[config.mk]
export PLATFORM = sky130hd
export DESIGN_NAME = cond_seq_waiter
export DESIGN_NICKNAME = d
export VERILOG_FILES = /design/src/rtl/cond_seq_waiter.sv
export SDC_FILE = /design/constraint.sdc
export NUM_CORES = 1
export LEC_CHECK = 0
export BUFFER_PORTS_ARGS = -buffer_cell sky130_fd_sc_hd__buf_2
export CORE_ASPECT_RATIO = 1.25
export CORE_UTILIZATION = 52
export CTS_BUF_LIST = sky130_fd_sc_hd__clkbuf_4 sky130_fd_sc_hd__clkbuf_8
export DETAILED_ROUTE_END_ITERATION = 12
export GPL_TIMING_DRIVEN = 0
export PLACE_DENSITY = 0.82
export SYNTH_ARGS = -nofsm -noshare
export SYNTH_HDL_FRONTEND = slang
export SYNTH_SLANG_ARGS = --single-unit
[constraint.sdc]
create_clock -name clk -period 7.62 [get_ports clk]
set_clock_uncertainty 0.1 [all_clocks]
set_input_delay 1.143 -clock clk [delete_from_list [all_inputs] [get_ports clk]]
set_output_delay 1.143 -clock clk [all_outputs]
set_load 0.1 [all_outputs]
[src/rtl/cond_seq_waiter.sv]
// Sequence-of-conditions waiter: steps through up to NUM_STAGES programmed
// signed compares over a live variable bus, with an optional per-stage timeout.
module cond_seq_waiter #(
  parameter int WIDTH      = 32,
  parameter int NUM_VARS   = 4,
  parameter int NUM_STAGES = 4,
  parameter int TIMEOUT_W  = 16,
  localparam int IDX_W     = (NUM_VARS > 1) ? $clog2(NUM_VARS) : 1,
  localparam int STG_W     = (NUM_STAGES > 1) ? $clog2(NUM_STAGES) : 1,
  localparam int NA_W      = $clog2(NUM_STAGES + 1)
) (
  input  logic                        clk,
  input  logic                        rst,
  input  logic                        start,
  input  logic                        abort,
  input  logic [NUM_VARS*WIDTH-1:0]   vars,
  input  logic [NA_W-1:0]             num_active,
  input  logic [NUM_STAGES*3-1:0]     cfg_op,
  input  logic [NUM_STAGES*IDX_W-1:0] cfg_a,
  input  logic [NUM_STAGES*IDX_W-1:0] cfg_b,
  input  logic [NUM_STAGES*IDX_W-1:0] cfg_c,
  input  logic [TIMEOUT_W-1:0]        timeout,
  output logic                        busy,
  output logic [STG_W-1:0]            stage,
  output logic                        stage_hit,
  output logic                        done,
  output logic                        timed_out
);

  typedef enum logic [1:0] {
    S_IDLE = 2'd0,
    S_WAIT = 2'd1,
    S_DONE = 2'd2,
    S_TMO  = 2'd3
  } state_t;

  state_t                r_state;
  state_t                w_state_next;
  logic [STG_W-1:0]      r_stage;
  logic [STG_W-1:0]      w_stage_next;
  logic [TIMEOUT_W-1:0]  r_cnt;
  logic [TIMEOUT_W-1:0]  w_cnt_next;
  logic                  r_hit;
  logic                  w_hit_next;
  logic                  w_load;

  // Configuration shadows, captured only when a sequence is (re)started
  logic [2:0]            r_op [NUM_STAGES];
  logic [IDX_W-1:0]      r_a  [NUM_STAGES];
  logic [IDX_W-1:0]      r_b  [NUM_STAGES];
  logic [IDX_W-1:0]      r_c  [NUM_STAGES];
  logic [NA_W-1:0]       r_num;
  logic [TIMEOUT_W-1:0]  r_timeout;

  logic [NA_W-1:0]       w_num_clamped;
  logic signed [WIDTH-1:0] w_var [NUM_VARS];
  logic signed [WIDTH-1:0] w_opa;
  logic signed [WIDTH-1:0] w_opb;
  logic signed [WIDTH-1:0] w_opc;
  logic signed [WIDTH:0]   w_sum;
  logic signed [WIDTH:0]   w_opc_ext;
  logic                    w_cond;
  logic                    w_last;
  logic                    w_expire;

  genvar gi;
  generate
    for (gi = 0; gi < NUM_VARS; gi++) begin : g_unpack
      assign w_var[gi] = vars[gi*WIDTH +: WIDTH];
    end
  endgenerate

  assign w_num_clamped = (num_active > NA_W'(NUM_STAGES)) ? NA_W'(NUM_STAGES) : num_active;

  // Operand mux; an index with no matching variable leaves the operand at 0
  always_comb begin
    w_opa = '0;
    w_opb = '0;
    w_opc = '0;
    for (int k = 0; k < NUM_VARS; k++) begin
      if (r_a[r_stage] == IDX_W'(k)) w_opa = w_var[k];
      if (r_b[r_stage] == IDX_W'(k)) w_opb = w_var[k];
      if (r_c[r_stage] == IDX_W'(k)) w_opc = w_var[k];
    end
  end

  assign w_sum     = {w_opa[WIDTH-1], w_opa} + {w_opb[WIDTH-1], w_opb};
  assign w_opc_ext = {w_opc[WIDTH-1], w_opc};

  always_comb begin
    w_cond = 1'b0;
    case (r_op[r_stage])
      3'd0:    w_cond = (w_opa > w_opb);
      3'd1:    w_cond = (w_opa < w_opb);
      3'd2:    w_cond = (w_opa == w_opb);
      3'd3:    w_cond = (w_opa != w_opb);
      3'd4:    w_cond = (w_sum < w_opc_ext);
      3'd5:    w_cond = (w_sum > w_opc_ext);
      3'd6:    w_cond = (w_opa < w_opb) && (w_opb > w_opc);
      default: w_cond = 1'b1;
    endcase
  end

  assign w_last   = (NA_W'(r_stage) == (r_num - NA_W'(1)));
  assign w_expire = (r_timeout != '0) && (r_cnt == (r_timeout - TIMEOUT_W'(1)));

  always_comb begin
    w_state_next = r_state;
    w_stage_next = r_stage;
    w_cnt_next   = r_cnt;
    w_hit_next   = 1'b0;
    w_load       = 1'b0;
    case (r_state)
      S_IDLE: begin
        if (start) w_load = 1'b1;
      end
      S_WAIT: begin
        if (abort) begin
          w_state_next = S_IDLE;
          w_stage_next = '0;
          w_cnt_next   = '0;
        end else if (w_cond) begin
          // A met condition takes precedence over a simultaneous expiry
          w_hit_next = 1'b1;
          w_cnt_next = '0;
          if (w_last) w_state_next = S_DONE;
          else        w_stage_next = r_stage + STG_W'(1);
        end else if (w_expire) begin
          w_state_next = S_TMO;
        end else begin
          w_cnt_next = r_cnt + TIMEOUT_W'(1);
        end
      end
      default: begin
        if (abort) begin
          w_state_next = S_IDLE;
          w_stage_next = '0;
          w_cnt_next   = '0;
        end else if (start) begin
          w_load = 1'b1;
        end
      end
    endcase
    if (w_load) begin
      w_stage_next = '0;
      w_cnt_next   = '0;
      w_state_next = (w_num_clamped == '0) ? S_DONE : S_WAIT;
    end
  end

  always_ff @(posedge clk) begin
    if (rst) begin
      r_state   <= S_IDLE;
      r_stage   <= '0;
      r_cnt     <= '0;
      r_hit     <= 1'b0;
      r_num     <= '0;
      r_timeout <= '0;
      for (int s = 0; s < NUM_STAGES; s++) begin
        r_op[s] <= '0;
        r_a[s]  <= '0;
        r_b[s]  <= '0;
        r_c[s]  <= '0;
      end
    end else begin
      r_state <= w_state_next;
      r_stage <= w_stage_next;
      r_cnt   <= w_cnt_next;
      r_hit   <= w_hit_next;
      if (w_load) begin
        r_num     <= w_num_clamped;
        r_timeout <= timeout;
        for (int s = 0; s < NUM_STAGES; s++) begin
          r_op[s] <= cfg_op[s*3 +: 3];
          r_a[s]  <= cfg_a[s*IDX_W +: IDX_W];
          r_b[s]  <= cfg_b[s*IDX_W +: IDX_W];
          r_c[s]  <= cfg_c[s*IDX_W +: IDX_W];
        end
      end
    end
  end

  assign busy      = (r_state == S_WAIT);
  assign done      = (r_state == S_DONE);
  assign timed_out = (r_state == S_TMO);
  assign stage     = r_stage;
  assign stage_hit = r_hit;

endmodule

==> results of run 1 <==
## where the power goes
group	switching [mW]	total, mW	internal [mW]
Combinational	0.893	1.57	0.674
Sequential	0.0154	0.481	0.466
Clock	0.184	0.314	0.130
Total	1.09	2.36	1.27
## cells in the mapped netlist, drive strengths merged, types with 21 or more instances
cell type	instances
inv	106
mux4	72
nand3	27
nor2	55
nand4	21
o21ai	46
xnor2	39
clkbuf	48
dfxtp	42
mux2i	103
edfxtp	36
nand2	70
and2	44
ha	132
a21oi	98
## worst register-to-register path: cells and delay by family (launching register included)
kind | cells | cell delay (ns)
AOI/OAI and AO/OA | 13 | 3.13
muxes | 5 | 1.46
buffers and inverters | 4 | 0.90
adders and majority gates | 3 | 0.80
and+or+nand+nor | 5 | 0.39
DFF | 1 | 0.33
## per-layer routing
metal  vias to the layer above  wire, um
met5                         -        13
li1                       4853         -
met3                        76      1983
met2                       399     16250
met1                      4910     11950
met4                         2       969
## cell type report
type / instances / area [um^2] / area share (%)
well taps: 270 / 337.8 / 2.729
clock buffers: 9 / 123.9 / 1.001
diodes: 4 / 10.01 / 0.08086
repair buffers: 196 / 993.5 / 8.025
plain buffers: 57 / 279.0 / 2.254
flip-flops and latches: 78 / 1923 / 15.53
multi-input cells: 938 / 8238 / 66.55
inverters: 106 / 397.9 / 3.214
clock inverters: 7 / 76.32 / 0.6165
## per-stage QoR
step	total power [mW]	utilization (%)
2_1_floorplan	1.614	-
3_3_place_gp	1.962	59.66
3_5_place_dp	1.987	59.66
4_1_cts	2.319	60.90
5_1_grt	2.551	61.34
6_report	2.361	61.36
## worst max path at each step
stage | start | to | slack [ns] | depth (start not counted)
CTS | flip-flop | flip-flop | 0.01 | 27
finish | flip-flop | r_cnt[10] | 0.38 | 30
detailed placement | flip-flop | r_cnt[1] | -1.35 | 29
global route | flip-flop | r_cnt[10] | 0.06 | 30
global placement | flip-flop | flip-flop | -1.27 | 29
floorplan | flip-flop | r_cnt[1] | 0.66 | 28
## cells by family after synthesis
| family | synth area share, % |
|---|---|
| AND/OR/NAND/NOR | 16.24 |
| AO/OA/AOI/OAI | 14.83 |
| multiplexers | 25.32 |
| buffers and inverters | 6.173 |
| adder cells (fa/ha/maj) | 15.56 |
| XOR/XNOR | 3.995 |
| flip-flops | 17.89 |
## repair_timing
action / in CTS / in global routing
resized for setup: 32 / 23
setup buffers: 0 / 5
gates cloned: 0 / 1
setup endpoints to repair: 23 / 23
## registers in the layout, indices dropped and copies added (netlist names), named ones only
name       count
r_b            8
r_a            8
r_timeout     16
r_op          12
r_cnt         16
r_num          3
stage_hit      1
r_state        2
r_c            8
stage          2
==> Flow_metrics.wiki, run 1 <==
{| class="wikitable"
! Metric !! Value
|-
| Htree depth || 3
|-
| Leading cell type in the layout, fill and taps excluded || sky130_fd_sc_hd__buf_2
|-
| Logic depth of the worst register-to-register path || 30
|-
| CTS clock-pin slew for the worst setup and hold paths || ~0.1 ns
|-
| Final cycle utilization of the critical path || between 90% and 100%
|-
| Final critical-path setup slack || 0.3789 ns
|-
| Combined global-route utilization of all metal layers || between 20% and 30%
|-
| GR met3 Demand/Resource || 4.796%
|-
| Final Hold Slack || between 0.3 and 0.4 ns
|-
| Total DRC errors in the routed layout || 0
|-
| Biggest cell delay along the critical path || between 0.6 and 0.7 ns
|-
| Commonest cells after routing, fill and taps aside || 196 x sky130_fd_sc_hd__buf_2, 132 x sky130_fd_sc_hd__ha_1, 105 x sky130_fd_sc_hd__inv_1
|-
| Max Buffers Root-to-Sink || 2
|-
| Worst setup timing slack at the placement stage || -1.349 ns
|-
| CTS Hold Buffers Added || 0
|-
| Net count after synthesis || around 1,500
|-
| Crit Path Max Fanout || 10
|-
| Final-report max-slew violation count || 0
|-
| Fraction of registers with async set or reset after synthesis || 0%
|-
| Maxcap violations || 0
|-
| Post-route standard cell area excluding fillers || between 10,000 and 15,000 um^2
|-
| WP buf/inv || 4
|-
| Master cell of the clock root buffer || sky130_fd_sc_hd__clkbuf_8
|-
| CP startpoint kind || flip-flop
|-
| Average wire length per cell after detail routing || approximately 19 um
|-
| Setup repair after global routing missed its margin || false
|-
| Leak Pwr || between 5 and 6 nW
|-
| Largest net degree at the start of global routing || 42
|-
| Area of the die || around 21,000 um^2
|-
| Number of distinct library cells after synthesis || between 70 and 80
|-
| Total of buffers placed on input and output ports || approximately 190
|-
| Count of mapped cells out of synthesis || around 1,200
|-
| Number of standard cells in the final layout excluding fillers || ~1,700
|-
| Cell family contributing the most delay on the critical path || compound AO/OA/AOI/OAI gates
|-
| Count of clock tree sinks || just under 80
|-
| Run status || finished, final reports clean
|-
| Global routing met1 resource utilization || around a third
|-
| Number of rows created at floorplan || 58
|-
| Clk_lat worst skew || between 0.3 and 0.4 ns
|-
| Hold path endpoint || r_num[1]
|-
| Setup total negative slack || 0 ns
|-
| Number of setup violations in the final report || 0
|-
| DRT iter0 DRCs || around 690
|-
| Cell area after synthesis || 10,740 um^2
|-
| Sequential element share of the synthesized area || between 15 and 20%
|-
| Worst rel slew slack || 29.79%
|-
| Final hold viol count || 0
|-
| Commonest register cell after synthesis || sky130_fd_sc_hd__dfxtp_1
|-
| Die extent in y || approximately 160 um
|-
| Layout Area Growth over Synthesis || 15.23%
|-
| Busiest grt layer || met2
|-
| Routed vias/inst || 6.150
|-
| Top cells by area in the synthesized netlist || sky130_fd_sc_hd__ha_1 15%, sky130_fd_sc_hd__mux4_2 15%, sky130_fd_sc_hd__edfxtp_1 10%, sky130_fd_sc_hd__mux2i_1 9.6%, sky130_fd_sc_hd__dfxtp_1 7.8%
|-
| Portion of synthesized cell area occupied by the leading cell type || 15.37%
|-
| Critical setup path kind || flip-flop to flip-flop
|-
| Setup slack on the worst flop-to-flop path || 0.38 ns
|-
| Reg2reg end || r_cnt[10]
|-
| Pwr/cell area || between 150 and 200 nW/um^2
|-
| Core ar. || around 20,000 um^2
|-
| Number of inserted filler cells in the final layout || ~1,800
|-
| Yosys warning count || 0
|-
| Max stage delay cell, worst path || sky130_fd_sc_hd__mux4_2
|-
| DRT Wirelength || between 30,000 and 40,000 um
|-
| Ratio of cells with drive above 1 in the final layout || roughly a quarter
|-
| Worst hold path class || flip-flop to flip-flop
|-
| Worst-margin pin slew || 1.053 ns
|-
| Number of nets in the finished design || approximately 1,700
|-
| CTS tree || built
|-
| Kind of end point of the critical path || flip-flop
|-
| Arrival time of the worst setup path || between 7 and 8 ns
|-
| Initial Utilization || about 53%
|-
| Half-perimeter wire length of the detailed placement result || 24,820 um
|-
| Number of CTS-inserted buffers || 9
|-
| Number of global-route vias before repair || around 10,000
|-
| Area of placed instances || roughly 12,000 um^2
|-
| Avg Cell Area, Syn || 9.066 um^2
|-
| WP data required || 7.78 ns
|-
| Wire length of the first global-routing pass || ~48,000 um
|-
| Initial antenna violation count || 6
|-
| M2 GR Usage || around 54%
|-
| Overflow left after global routing || 0
|-
| Number of vias in the routed layout || approximately 10,000
|-
| Num ports || approximately 190
|-
| Final critical path time including I/O delays and setup || between 7 and 8 ns
|-
| Cell depth of the worst hold path || 2
|-
| Worst supply voltage drop on vdd || approximately 0.13 mV
|-
| First-pass iteration count of the detailed router || 5
|-
| Gpl congestion || between 0.9 and 1
|-
| Startpoint of the worst hold path || r_num[1]
|-
| Maximum achievable frequency || 138.1 MHz
|-
| Number of enable flip-flop cells after synthesis || 36
|-
| Overall die width || approximately 130 um
|-
| DP Cell Count || 1,646
|-
| FF+latch count, synth || 78
|-
| Number of routed nets with antenna violations || 0
|-
| Cell type with the largest total area after synthesis || sky130_fd_sc_hd__ha_1
|}
(Power assumes the default switching activity.)
==> run 2: changes to the inputs <==
Settings changed: BUFFER_PORTS_ARGS -buffer_cell sky130_fd_sc_hd__buf_2 to default, CORE_UTILIZATION 52 to 42, DONT_BUFFER_PORTS from default to 1, PLACE_DENSITY 0.82 to 0.63.
==> run 2 against run 1 <==
  * Power fell by 2.5%
  * Combinational power fell by 4%
  * First-iteration DRC count fell by 30%
  * Largest power group unchanged
==> Flow_metrics.wiki, run 2 (synthesis gave the netlist of run 1 again) <==
{| class="wikitable"
! Metric !! Value
|-
| Part of the power in combinational logic || 65.3% (-1.0 points)
|-
| Cell depth of the worst hold path || 2 (unchanged)
|-
| Number of global-route vias before repair || 9,288 (-6.4%)
|-
| Largest net degree at the start of global routing || 42 (unchanged)
|-
| Clock power frac || 13.8% (+0.5 points)
|-
| Num ports || 193 (unchanged)
|-
| Max stage delay cell, worst path || sky130_fd_sc_hd__mux4_2
|-
| Post-layout util || 45.64% (-16 points)
|-
| Final cycle utilization of the critical path || 94.55% (-0.48 points)
|-
| P_int || 1.265 mW (-0.35%)
|-
| DP Cell Count || 1,522 (-7.5%)
|-
| Layout Area Growth over Synthesis || 7.116%
|-
| PnR Total Power || 2.303 mW (-2.5%)
|-
| DRT Wirelength || 31,190 um (about the same)
|-
| Worst-margin pin slew || 1.247 ns (+0.1936 ns)
|-
| Run status || finished, final reports clean
|-
| Worst setup timing slack at the placement stage || -1.571 ns (-0.2226 ns)
|-
| Htree depth || 3 (unchanged)
|-
| Worst hold path class || flip-flop to flip-flop
|-
| Gpl congestion || 0.9117 (-6.4%)
|-
| Area of the die || 26,230 um^2 (+23%)
|-
| Number of vias in the routed layout || 9,169 (-10%)
|-
| Final-report max-slew violation count || 0 (unchanged)
|-
| Critical setup path kind || flip-flop to flip-flop
|-
| Hold path endpoint || r_num[1]
|-
| Leading cell type in the layout, fill and taps excluded || sky130_fd_sc_hd__ha_1
|-
| Number of CTS-inserted buffers || 9 (unchanged)
|-
| Maximum achievable frequency || 138.8 MHz (+0.51%)
|-
| Setup slack on the worst flop-to-flop path || 0.42 ns (+0.04 ns)
|-
| Worst supply voltage drop on vdd || 0.1716 mV (+31%)
|-
| Number of nets in the finished design || 1,513 (-11%)
|-
| Biggest cell delay along the critical path || 0.56 ns (-0.09 ns)
|-
| Post-route standard cell area excluding fillers || 11,510 um^2 (-7.0%)
|-
| Final critical path time including I/O delays and setup || 7.204 ns (-0.03674 ns)
|-
| Clk_lat worst skew || 0.36 ns (about the same)
|-
| Pwr/cell area || 200.2 nW/um^2 (+4.9%)
|-
| Overflow left after global routing || 0 (unchanged)
|-
| Global routing met1 resource utilization || 25.26% (-6.8 points)
|-
| Routed vias/inst || 5.973 (-2.9%)
|-
| Largest registers || r_cnt (16), r_timeout (16), r_op (12)
|-
| WP data required || 7.80 ns (+0.02 ns)
|-
| Initial Utilization || 42.61% (-11 points)
|-
| Busiest grt layer || met2
|-
| Number of setup violations in the final report || 0 (unchanged)
|-
| Number of routed nets with antenna violations || 0 (unchanged)
|-
| DRT iter0 DRCs || 481 (-30%)
|-
| Net Switching || 1.038 mW (-4.9%)
|-
| Max Buffers Root-to-Sink || 2 (unchanged)
|-
| Total of buffers placed on input and output ports || 0 (-100%)
|-
| Initial antenna violation count || 2 (-4)
|-
| Die extent in y || 180.8 um (+11%)
|-
| First-pass iteration count of the detailed router || 5 (unchanged)
|-
| Master cell of the clock root buffer || sky130_fd_sc_hd__clkbuf_8
|-
| Leak Pwr || 4.537 nW (-15%)
|-
| Number of rows created at floorplan || 65 (+12%)
|-
| Combined global-route utilization of all metal layers || 23.40% (-5.4 points)
|-
| Final hold viol count || 0 (unchanged)
|-
| CTS Hold Buffers Added || 0 (unchanged)
|-
| Average wire length per cell after detail routing || 20.32 um (+8.5%)
|-
| Kind of end point of the critical path || flip-flop
|-
| Final critical-path setup slack || 0.4157 ns (+0.03674 ns)
|-
| Number of standard cells in the final layout excluding fillers || 1,535 (-7.8%)
|-
| CP startpoint kind || flip-flop
|-
| Overall die width || 145.0 um (+11%)
|-
| Crit Path Max Fanout || 10 (unchanged)
|-
| Total DRC errors in the routed layout || 0 (unchanged)
|-
| M2 GR Usage || 44.77% (-9.1 points)
|-
| Setup repair after global routing missed its margin || false
|-
| Area of placed instances || 11,190 um^2 (-7.1%)
|-
| Maxcap violations || 0 (unchanged)
|-
| Commonest cells after routing, fill and taps aside || 126 x sky130_fd_sc_hd__ha_1, 105 x sky130_fd_sc_hd__inv_1, 98 x sky130_fd_sc_hd__mux2i_1
|-
| CTS clock-pin slew for the worst setup and hold paths || 0.08 ns (-0.02 ns)
|-
| Startpoint of the worst hold path || r_num[1]
|-
| Ratio of cells with drive above 1 in the final layout || 13.27% (-11 points)
|-
| Part of the power in registers || 21.0% (+0.6 points)
|-
| Core ar. || 25,210 um^2 (+25%)
|-
| Wire length of the first global-routing pass || 48,540 um (+1.2%)
|-
| Count of clock tree sinks || 78 (unchanged)
|-
| Fraction of power spent switching nets || 45.08% (-1.2 points)
|-
| Reg2reg end || r_cnt[1]
|-
| Logic depth of the worst register-to-register path || 28 (-6.7%)
|-
| CTS tree || built
|-
| Arrival time of the worst setup path || 7.38 ns (-0.02 ns)
|-
| Half-perimeter wire length of the detailed placement result || 25,500 um (+2.7%)
|-
| GR met3 Demand/Resource || 4.091% (-0.71 points)
|-
| Worst rel slew slack || 16.77% (-13 points)
|}
-- run 2: cell count changes in the layout (fill, tap and decap cells not counted), sizes merged --
cell | before | now
buf | 215 | 24
clkinvlp | 0 | 4
clkinv | 3 | 0
diode | 4 | 2
inv | 110 | 108
bufinv | 0 | 1
clkbuf | 47 | 46
mux4 | 73 | 72
-- run 2: metrics by stage --
step / setup TNS, ns / hold slack, ns
after detailed placement: -33.62 / 0.3516
after global routing: 0 / 0.3926
after global placement: -33.22 / 0.3453
after floorplan: 0 / 0.3319
final: 0 / 0.3662
after CTS: 0 / 0.3633
-- run 2: worst max-delay path: cells and delay by family, from the launching register on --
kind	cells	cell delay (ns)
AO/OA/AOI/OAI	12	2.98
multiplexers	4	1.31
buffers and inverters	4	0.90
AND/OR/NAND/NOR	6	0.78
adder cells (fa/ha/maj)	2	0.70
flip-flops	1	0.33
-- run 2: routing by layer --
metal	up-vias	share of wire [%]	wire length [um]
met3	60	6.0	1869
met4	0	3.2	997
li1	4444	-	-
met2	267	53	16590
met1	4398	38	11730
met5	-	0	0
-- run 2: timing repair --
action | 4_1_cts | 5_1_grt
setup buffers | 2 | 1
gates resized for setup | 31 | 39
endpoints found under the hold margin | 0 | 0
gates cloned | 0 | 0
pin swaps | 0 | 2
setup endpoints to repair | 23 | 23
-- run 2: power groups by stage --
stage | Combinational [mW] | Clock [mW] | Sequential, mW
6_report | 1.50 | 0.317 | 0.483
5_1_grt | 1.67 | 0.341 | 0.486
4_1_cts | 1.47 | 0.326 | 0.483
3_5_place_dp | 1.45 | 0 | 0.492
3_3_place_gp | 1.43 | 0 | 0.492
2_1_floorplan | 1.13 | 0 | 0.488
-- run 2: how the worst max path moves through the flow --
stage          startpoint   endpoint  slack, ns  cells past startpoint
2_1_floorplan   flip-flop   r_cnt[1]       0.66                     28
3_3_place_gp    flip-flop  flip-flop      -1.55                     29
3_5_place_dp    flip-flop   r_cnt[1]      -1.57                     29
4_1_cts         flip-flop   r_cnt[1]       0.04                     28
5_1_grt         flip-flop   r_cnt[1]       0.02                     28
6_report        flip-flop   r_cnt[1]       0.42                     28
-- run 2: layout make-up --
| type | instances | area [um^2] |
|---|---|---|
| Tap cell | 335 | 419.2 |
| Fill cell | 2499 | 13700 |
| Multi-Input combinational cell | 937 | 8240 |
| Timing Repair Buffer | 5 | 41.29 |
| Antenna cell | 2 | 5.005 |
| Clock inverter | 7 | 72.57 |
| Buffer | 56 | 284.0 |
| Sequential cell | 78 | 1923 |
| Inverter | 106 | 397.9 |
| Clock buffer | 9 | 123.9 |
